$ cat config.mk
export PLATFORM = sky130hd
export DESIGN_NAME = adc_conv_trim_ctrl
export DESIGN_NICKNAME = d
export VERILOG_FILES = /design/src/rtl/adc_ctrl_pkg.sv /design/src/rtl/adc_conv_trim_ctrl_clk_div.sv /design/src/rtl/adc_conv_trim_ctrl.sv
export SDC_FILE = /design/constraint.sdc
export NUM_CORES = 1
export LEC_CHECK = 0
export BUFFER_PORTS_ARGS = -buffer_cell sky130_fd_sc_hd__buf_2
export CAP_MARGIN = 30
export CORE_MARGIN = 4
export CORE_UTILIZATION = 30
export DETAILED_ROUTE_END_ITERATION = 10
export GPL_TIMING_DRIVEN = 0
export PLACE_DENSITY = 0.57
export SLEW_MARGIN = 0
export SYNTH_ARGS = -nofsm -noshare
export SYNTH_HDL_FRONTEND = slang
export SYNTH_SLANG_ARGS = --single-unit
$ cat constraint.sdc
create_clock -name clk_adc -period 6 [get_ports clk_adc]
set_input_delay 0.6 -clock clk_adc [delete_from_list [all_inputs] [get_ports clk_adc]]
set_output_delay 0.6 -clock clk_adc [all_outputs]
set_load 0.02 [all_outputs]
$ cat src/rtl/adc_ctrl_pkg.sv
// Shared types and default-width constants for the miniasic ADC conversion/trim controller.
// The top recomputes its widths from its own parameters; these constants describe the default build.
package adc_ctrl_pkg;

    typedef enum logic [1:0] {
        IDLE,
        SETTLE,
        ACCUM,
        EVAL
    } cal_state_t;

    localparam int ADC_DATA_W   = 11;
    localparam int ADC_AVG_LOG2 = 4;
    localparam int ADC_MID      = 1 << (ADC_DATA_W - 1);
    localparam int ACC_W        = ADC_DATA_W + ADC_AVG_LOG2;

endpackage

$ cat src/rtl/adc_conv_trim_ctrl_clk_div.sv
// Conversion-clock divider: free-runs while run=1 and parks at phase 0 otherwise.
// strobe marks the last system clock of each ADC period, where the ADC output is sampled.
module adc_clk_div #(
    parameter int CLK_DIV = 4
) (
    input  logic clk,
    input  logic rst,
    input  logic run,
    output logic adc_clk_o,
    output logic strobe
);

    localparam int CNT_W = $clog2(CLK_DIV);

    logic [CNT_W-1:0] cnt_reg;
    logic             adc_clk_reg;

    assign strobe    = run && (cnt_reg == CNT_W'(CLK_DIV - 1));
    assign adc_clk_o = adc_clk_reg;

    always_ff @(posedge clk or posedge rst) begin
        if (rst) begin
            cnt_reg     <= '0;
            adc_clk_reg <= 1'b0;
        end else begin
            adc_clk_reg <= run && (cnt_reg < CNT_W'(CLK_DIV / 2));
            if (!run || strobe)
                cnt_reg <= '0;
            else
                cnt_reg <= cnt_reg + 1'b1;
        end
    end

endmodule

$ cat src/rtl/adc_conv_trim_ctrl.sv
// miniasic ADC controller: conversion clock, sample capture, manual trim and trim-calibration sweep.
// Optional ADC_CAL_ABORT_EN adds cal_abort, which cancels a sweep and restores the previous trim.
module adc_conv_trim_ctrl
    import adc_ctrl_pkg::*;
#(
    parameter int DATA_W   = 11,
    parameter int TRIM_W   = 3,
    parameter int CLK_DIV  = 4,
    parameter int AVG_LOG2 = 4,
    parameter int SETTLE_N = 8,
    parameter int TRIM_RST = 4
) (
    input  logic              clk_adc,
    input  logic              rst_adc,
    input  logic              enable,
    input  logic              cal_start,
    input  logic              trim_wr,
    input  logic [TRIM_W-1:0] trim_wdata,
    input  logic [DATA_W-1:0] adc_data,
`ifdef ADC_CAL_ABORT_EN
    input  logic              cal_abort,
`endif
    output logic              adc_clk_o,
    output logic [TRIM_W-1:0] trm_o,
    output logic              sample_valid,
    output logic [DATA_W-1:0] sample_data,
    output logic              cal_busy,
    output logic              cal_done,
    output logic [TRIM_W-1:0] cal_trim
);

    localparam int ACC_BITS = DATA_W + AVG_LOG2;
    localparam int SC_W     = $clog2(SETTLE_N + 1);
    localparam logic [DATA_W-1:0] MID_V = DATA_W'(1 << (DATA_W - 1));

    cal_state_t          state_reg, state_next;
    logic [TRIM_W-1:0]   code_reg, code_next;
    logic [TRIM_W-1:0]   trm_reg, trm_next;
    logic [TRIM_W-1:0]   best_reg, best_next, best_sel;
    logic [DATA_W-1:0]   best_err_reg, best_err_next;
    logic [ACC_BITS-1:0] acc_reg, acc_next;
    logic [AVG_LOG2-1:0] acc_cnt_reg, acc_cnt_next;
    logic [TRIM_W-1:0]   cal_trim_reg, cal_trim_next;
    logic                cal_done_reg, cal_done_next;
    logic [SC_W-1:0]     settle_cnt_reg;
    logic                enable_d_reg;
    logic                sample_valid_reg;
    logic [DATA_W-1:0]   sample_data_reg;
    logic [DATA_W-1:0]   avg, err;
    logic                settle_restart, settle_clr, run, strobe, settled;
`ifdef ADC_CAL_ABORT_EN
    logic [TRIM_W-1:0]   trm_saved_reg;
`endif

    assign cal_busy     = (state_reg != IDLE);
    assign run          = enable || cal_busy;
    assign settled      = (settle_cnt_reg == SC_W'(SETTLE_N));
    assign trm_o        = trm_reg;
    assign cal_trim     = cal_trim_reg;
    assign cal_done     = cal_done_reg;
    assign sample_valid = sample_valid_reg;
    assign sample_data  = sample_data_reg;

    adc_clk_div #(
        .CLK_DIV (CLK_DIV)
    ) u_clk_div (
        .clk       (clk_adc),
        .rst       (rst_adc),
        .run       (run),
        .adc_clk_o (adc_clk_o),
        .strobe    (strobe)
    );

    always_ff @(posedge clk_adc or posedge rst_adc) begin
        if (rst_adc)
            state_reg <= IDLE;
        else
            state_reg <= state_next;
    end

    always_comb begin
        state_next     = state_reg;
        code_next      = code_reg;
        trm_next       = trm_reg;
        best_next      = best_reg;
        best_err_next  = best_err_reg;
        acc_next       = acc_reg;
        acc_cnt_next   = acc_cnt_reg;
        cal_trim_next  = cal_trim_reg;
        cal_done_next  = 1'b0;
        settle_restart = 1'b0;
        best_sel       = best_reg;
        avg            = acc_reg[ACC_BITS-1:AVG_LOG2];
        err            = (avg >= MID_V) ? (avg - MID_V) : (MID_V - avg);
        case (state_reg)
            IDLE: begin
                if (cal_start) begin
                    state_next     = SETTLE;
                    code_next      = '0;
                    trm_next       = '0;
                    best_next      = '0;
                    best_err_next  = '1;
                    settle_restart = 1'b1;
                end else if (trim_wr) begin
                    trm_next = trim_wdata;
                end
            end
            SETTLE: begin
                if (strobe && settle_cnt_reg == SC_W'(SETTLE_N - 1)) begin
                    state_next   = ACCUM;
                    acc_next     = '0;
                    acc_cnt_next = '0;
                end
            end
            ACCUM: begin
                if (strobe) begin
                    acc_next     = acc_reg + ACC_BITS'(adc_data);
                    acc_cnt_next = acc_cnt_reg + 1'b1;
                    if (acc_cnt_reg == '1)
                        state_next = EVAL;
                end
            end
            EVAL: begin
                // Strict less-than keeps the lowest code among equal errors.
                if (err < best_err_reg) begin
                    best_next     = code_reg;
                    best_err_next = err;
                    best_sel      = code_reg;
                end
                if (code_reg == '1) begin
                    trm_next      = best_sel;
                    cal_trim_next = best_sel;
                    cal_done_next = 1'b1;
                    state_next    = IDLE;
                end else begin
                    code_next  = code_reg + 1'b1;
                    trm_next   = code_reg + 1'b1;
                    state_next = SETTLE;
                end
                settle_restart = 1'b1;
            end
            default: state_next = IDLE;
        endcase
`ifdef ADC_CAL_ABORT_EN
        if (cal_abort && state_reg != IDLE) begin
            state_next     = IDLE;
            trm_next       = trm_saved_reg;
            cal_trim_next  = cal_trim_reg;
            cal_done_next  = 1'b0;
            settle_restart = 1'b1;
        end
`endif
        settle_clr = settle_restart || !run || (trm_next != trm_reg)
                     || (enable && !enable_d_reg && state_reg == IDLE);
    end

    always_ff @(posedge clk_adc or posedge rst_adc) begin
        if (rst_adc) begin
            code_reg         <= '0;
            trm_reg          <= TRIM_W'(TRIM_RST);
            best_reg         <= '0;
            best_err_reg     <= '1;
            acc_reg          <= '0;
            acc_cnt_reg      <= '0;
            cal_trim_reg     <= TRIM_W'(TRIM_RST);
            cal_done_reg     <= 1'b0;
            settle_cnt_reg   <= '0;
            enable_d_reg     <= 1'b0;
            sample_valid_reg <= 1'b0;
            sample_data_reg  <= '0;
        end else begin
            code_reg     <= code_next;
            trm_reg      <= trm_next;
            best_reg     <= best_next;
            best_err_reg <= best_err_next;
            acc_reg      <= acc_next;
            acc_cnt_reg  <= acc_cnt_next;
            cal_trim_reg <= cal_trim_next;
            cal_done_reg <= cal_done_next;
            enable_d_reg <= enable;
            // A capture taken under a settled trim is still delivered even if the trim changes on that edge.
            if (settle_clr)
                settle_cnt_reg <= '0;
            else if (strobe && !settled)
                settle_cnt_reg <= settle_cnt_reg + 1'b1;
            if (strobe && enable && state_reg == IDLE && settled) begin
                sample_valid_reg <= 1'b1;
                sample_data_reg  <= adc_data;
            end else begin
                sample_valid_reg <= 1'b0;
            end
        end
    end

`ifdef ADC_CAL_ABORT_EN
    always_ff @(posedge clk_adc or posedge rst_adc) begin
        if (rst_adc)
            trm_saved_reg <= TRIM_W'(TRIM_RST);
        else if (state_reg == IDLE && cal_start)
            trm_saved_reg <= trm_reg;
    end
`endif

endmodule

Yosys cells after proc, flatten, opt, wreduce, memory -nomap -nowiden
Index checks and enable logic that the tools add are counted.
Cells by class
  add/sub/neg operators: 7
  $lt $le $gt $ge: 3
  equal/unequal tests: 15
  mux-type cells: 33
  reductions and logical operators: 28
Operators with widths (count)
  $mux W11: 3
  $mux W15: 2
  $pmux W15 S2: 1
  $pmux W11 S2: 1
  $mux W3: 6
  $pmux W3 S2: 3
  $mux W4: 4
  $add A15 B11 Y15: 1
  $ne A2 B2 Y1 const B: 6
  $ge A11 B11 Y1 const B: 1
  $lt A11 B11 Y1: 1
  $sub A11 B11 Y11 const A: 1
  $sub A11 B11 Y11 const B: 1
  $mux W2: 5
  $logic_and A1 B1 Y1: 9
  $reduce_and A3 Y1: 3
  $add A4 B1 Y4 const B: 2
  $eq A4 B4 Y1 const B: 2
  $pmux W2 S4: 1
  $pmux W4 S2: 1
  $reduce_bool A2 Y1: 4
  $eq A2 B2 Y1 const B: 3
  $logic_or A1 B1 Y1: 5
  $mux W1: 5
  other kinds (12): 15
Word-level totals
  flip-flop bits (word level): 65
  output and inout bits: 21

Longest topological paths before layout
  depth after elaboration: 10
  gate-level depth with buffers: 13
  depth with buffers taken out: 12

Hierarchy
Synthesis repeated with hierarchy kept, for this count alone.
Second synthesis, totals
  cells, all modules: 440
  area, all modules: 4028.9 µm²
By module, submodules not included
  adc_conv_trim_ctrl: times used 1, cells each 431, area each 3902.5 µm²
  adc_clk_div: times used 1, cells each 9, area each 126.4 µm²

Worst setup path before layout
Ideal clock, no wire load.
  path type: register -> register
  start: register acc_reg[8]
  end: register settle_cnt_reg[0]
  library setup time: 0.147 ns
  data arrival time: 2.986 ns
  path slack: 2.867 ns
  stages on the path, launching flop included: 13
  path buffers: 1
  cell sequence: dfrtp_1 -> nor4_1 -> a31oi_1 -> xnor2_1 -> inv_1 -> ha_1 -> a21oi_1 -> o21ai_1 -> buf_2 -> a2111o_1 -> o211ai_1 -> nor4b_1 -> nor4_1
On the way
  cells in the longest elaborated chain, start to end: 10
  elaborated cells on any way between the ends: 13
RTL lines
  start: declaration: line adc_conv_trim_ctrl.sv:41  | logic [ACC_BITS-1:0] acc_reg, acc_next;
  start signal: assignment: line adc_conv_trim_ctrl.sv:176  | acc_reg <= acc_next;
  $sub A11 B11 Y11 or $ge A11 B11 Y1 (tied branches): line adc_conv_trim_ctrl.sv:94  | err = (avg >= MID_V) ? (avg - MID_V) : (MID_V - avg);
  $mux W11 (*): line adc_conv_trim_ctrl.sv:94
  $lt A11 B11 Y1 (*): line adc_conv_trim_ctrl.sv:125  | if (err < best_err_reg) begin
  $mux W3 (*)
  $mux W3 (*): line adc_conv_trim_ctrl.sv:130  | if (code_reg == '1) begin
  $pmux W3 S2 (*): line adc_conv_trim_ctrl.sv:95  | case (state_reg)
  $ne A3 B3 Y1 (*): line adc_conv_trim_ctrl.sv:153  | settle_clr = settle_restart || !run || (trm_next != trm_reg)
  $logic_or A1 B1 Y1 (*): line adc_conv_trim_ctrl.sv:153
  $logic_or A1 B1 Y1 (*): line adc_conv_trim_ctrl.sv:154  | || (enable && !enable_d_reg && state_reg == IDLE);
  $mux W4 or $reduce_bool A2 Y1 (tied branches)
  end signal: assignment: line adc_conv_trim_ctrl.sv:185  | settle_cnt_reg <= settle_cnt_reg + 1'b1;
  end: declaration: line adc_conv_trim_ctrl.sv:45  | logic [SC_W-1:0] settle_cnt_reg;
Mark *: on every way between the ends. The rest lies on a longest branch, timed or not.
A chain may end at the register's enable or synchronous reset.

Worst setup path after layout
  start: register acc_reg[8]
  end: register settle_cnt_reg[2]
The elaborated chain is that of the path after synthesis.

==> run metrics <==
number of diodes added for antenna fixing=0; switching part of the total power=0.4289; buffer cell driving the clock tree root=sky130_fd_sc_hd__clkbuf_16; worst-skew pair later-pin latency=~0.33 ns; number of nets still failing antenna checks after routing=0; average footprint of a synthesized cell=9.353 um2; TritonCTS buffer count=9; cell types occupying the most area after synthesis=sky130_fd_sc_hd__dfrtp_1 31%, sky130_fd_sc_hd__ha_1 9.5%, sky130_fd_sc_hd__dfstp_2 8.1%; cell leakage power=2.353 nW; number of flops mapped to enable cells by yosys=0; CTS tree=yes; status=finished, final reports clean; worst-path cell with the longest stage delay=sky130_fd_sc_hd__o41ai_1; Critical Path Max Stage Delay=approximately 0.73 ns; smallest setup slack after layout=2.028 ns; Area after DPL=~0.0046 mm2; post-synthesis net count=502; CP arrival=4.18 ns; Buf+Inv Stages, Crit Path=2; cells along the critical path=nor4_1 > a31oi_1 > xnor2_1 > inv_1 > ha_1 > a21oi_1 > o21ai_1 > buf_2 > o41ai_1 > nor4_1 > nor4_1; number of optimization iterations in the first detailed-route pass=4; share of layout cells above drive strength 1=0.2024; transition at the pin with the smallest max-transition slack=0.8315 ns; clock sinks=65; routed len/inst=14.55 um; deepest level of the CTS H-tree=3; vias per cell=between 5 and 6; detailed placer's ending HPWL=7562 um; switching component of the power=~1.1 mW; minimum hold slack=roughly 0.43 ns; synthesized cell area=0.004209 mm2; x dimension of the die=126.5 um; Bufs on Longest Clock Path=2; worst slew margin relative to its limit=0.4457; routed wire length=9953 um; total of buffers placed on input and output ports=39; setup repair bufs after CTS=0; die outline height=approximately 130 um; fraction of post-synthesis cell area in the top cell type by area=0.3092; number of antenna violations at the first check in global routing=0; count of boundary I/O pins=40; aggregate global routing overflow=0; worst path required time=6.21 ns; number of gates given a new drive strength after cts=0; total number of vias=3,529; Max FO, Critical Path=10; number of distinct library cells after synthesis=62; dominant cell type by count on the critical path=sky130_fd_sc_hd__nor4_1; main flop type after synthesis=sky130_fd_sc_hd__dfrtp_1; Peak supply drop=209.4 uV; Iteration-0 DRC Markers=around 200; final number of setup-violating endpoints=0; clock network fraction of design power=0.199; hold_buf cts=0; combinational share of power=0.520; global-route total usage across every layer=0.1320; class of the tightest hold or removal check=reg -> reg; initial standard-cell utilization of the core=0.3044; count of max-cap constraint violations=0; # rows=43; pwr dens=around 500 mW/mm2; flip-flop count of the largest register after layout=15; Fin. Hold Viols=0; share of the clock period used by the worst path=0.6620; cell taking the most area after synthesis=sky130_fd_sc_hd__dfrtp_1; kind of capture point of the worst setup path=register; Final Instance Area=0.004913 mm2; family with the most delay on the worst path=simple AND/OR/NAND/NOR gates; count of pins over their slew limit=0; proportion of power drawn by flip-flops and latches=0.281; routability congestion estimate=0.8376; number of non-filler instances in the completed layout=684; Ys Warns=0; Setup TNS Final=0 ns; clock-pin slew on the worst setup and hold paths=0.05 ns; share of async-settable or async-resettable flops after synthesis=1.000; gate count of the mapped netlist=450; highest clock frequency the design can meet=251.8 MHz; flops & latches, synth=65; Area growth, synth to finish=16.74%; pin count of the biggest net entering global routing=66; sort of element at the start of the critical path=register; Setup CP Type=reg -> reg; setup slack after placement=2.034 ns; final-stage net count=between 500 and 600; wire length of the first global-routing pass=between 15,000 and 20,000 um; Internal Pwr Total=1.409 mW; RSZ-0062 raised after global routing=false; Placed Cells incl. Taps=669; number of design rule violations left after detail routing=0; Placeable Area=0.01383 mm2; die area=~0.016 mm2; via count of the first global-routing pass=3,584; share of the yosys chip area belonging to registers=0.3903; minimum period implied by the final worst setup slack=approximately 4 ns; worst setup skew after layout=just over 0.007 ns
## through the flow
stage               power [mW]    util
finish                   2.467  0.3554
global route             2.710  0.3554
CTS                      2.493  0.3554
detailed placement       1.985  0.3350
global placement         1.942  0.3348
floorplan                1.674       -
## cell usage after synthesis, drive strengths merged (4+ instances only)
master,count
dfrtp,52
clkbuf,10
mux2,14
o22a,4
nor2,23
a21oi,27
nand3,13
mux2i,6
ha,32
nand4,7
o221a,6
inv,39
nor4,7
o21ai,22
buf,5
a22o,14
dfstp,13
a21o,11
nand2,49
nor3,12
xor2,8
nor2b,5
a31oi,10
xnor2,10
## final cells by class
class | instances | area [um2]
Buffer | 15 | 68.82
Multi-Input combinational cell | 331 | 2351
Timing Repair Buffer | 39 | 195.2
Fill cell | 1397 | 8914
Inverter | 39 | 148.9
Clock inverter | 3 | 15.01
Clock buffer | 12 | 266.5
Sequential cell | 65 | 1643
Tap cell | 180 | 225.2
## path summary, 6_finish.rpt
check / endpoint / cells after the start / start / slack [ns]
setup / recovery: settle_cnt_reg[2]$_DFFE_PP0P_ / 11 / acc_reg[8]$_DFFE_PP0P_ / 2.03
hold / removal: u_clk_div.cnt_reg[0]$_DFF_PP0_ / 1 / u_clk_div.cnt_reg[0]$_DFF_PP0_ / 0.43
setup reg to reg: settle_cnt_reg[2]$_DFFE_PP0P_ / 11 / acc_reg[8]$_DFFE_PP0P_ / 2.03
hold reg to reg: u_clk_div.cnt_reg[0]$_DFF_PP0_ / 1 / u_clk_div.cnt_reg[0]$_DFF_PP0_ / 0.43
max in group asynchronous: acc_reg[8]$_DFFE_PP0P_ / 2 / rst_adc / 5.01
min in group asynchronous: u_clk_div.cnt_reg[0]$_DFF_PP0_ / 2 / rst_adc / 0.44
## power by group through the flow
stage / combinational [mW] / sequential (mW) / clock (mW)
after floorplan: 0.988 / 0.686 / 0
after global placement: 1.25 / 0.693 / 0
after detailed placement: 1.29 / 0.700 / 0
after CTS: 1.29 / 0.692 / 0.508
after global routing: 1.47 / 0.712 / 0.532
final: 1.28 / 0.693 / 0.492
## per-layer routing
metal / GRT usage / part of all wire / up-vias
met5: 0 / 0 / -
li1: - / - / 1747
met3: 0.02484 / 0.032 / 12
met2: 0.2176 / 0.48 / 52
met1: 0.1754 / 0.47 / 1718
met4: 0.04164 / 0.014 / 0
## logic make-up (layout without fill, tap and decap cells)
logic type	after synthesis	in the layout	synth area share
and+or+nand+nor	132	132	0.1507
DFF	65	65	0.3903
AOI/OAI and AO/OA	128	128	0.2188
buffers and inverters	54	108	0.05113
xor gates and xnor gates	18	18	0.03746
muxes	20	20	0.05172
adders and majority gates	33	33	0.09988
## worst reg2reg max path: cells and delay by family (launching register included)
family | cells | cell delay, ns
AO/OA/AOI/OAI | 4 | 1.25
XOR/XNOR | 1 | 0.31
adder cells (fa/ha/maj) | 1 | 0.31
buffers and inverters | 2 | 0.29
flip-flops | 1 | 0.46
AND/OR/NAND/NOR | 3 | 1.26
## cell usage in the layout (no fill, tap or decap), drive strengths merged, types with 5 or more instances in the layout
cell type / Yosys / layout
buf: 5 / 44
inv: 39 / 39
ha: 32 / 32
nor2: 23 / 23
o221a: 6 / 6
mux2i: 6 / 6
a21oi: 27 / 27
nand2: 49 / 49
dfrtp: 52 / 52
xnor2: 10 / 10
nor2b: 5 / 5
xor2: 8 / 8
a31oi: 10 / 10
nor3: 12 / 12
a22o: 14 / 14
clkbuf: 10 / 22
o21ai: 22 / 22
a21o: 11 / 11
mux2: 14 / 14
nor4: 7 / 7
dfstp: 13 / 13
nand3: 13 / 13
nand4: 7 / 7
Power figures use the tool's default switching activity.
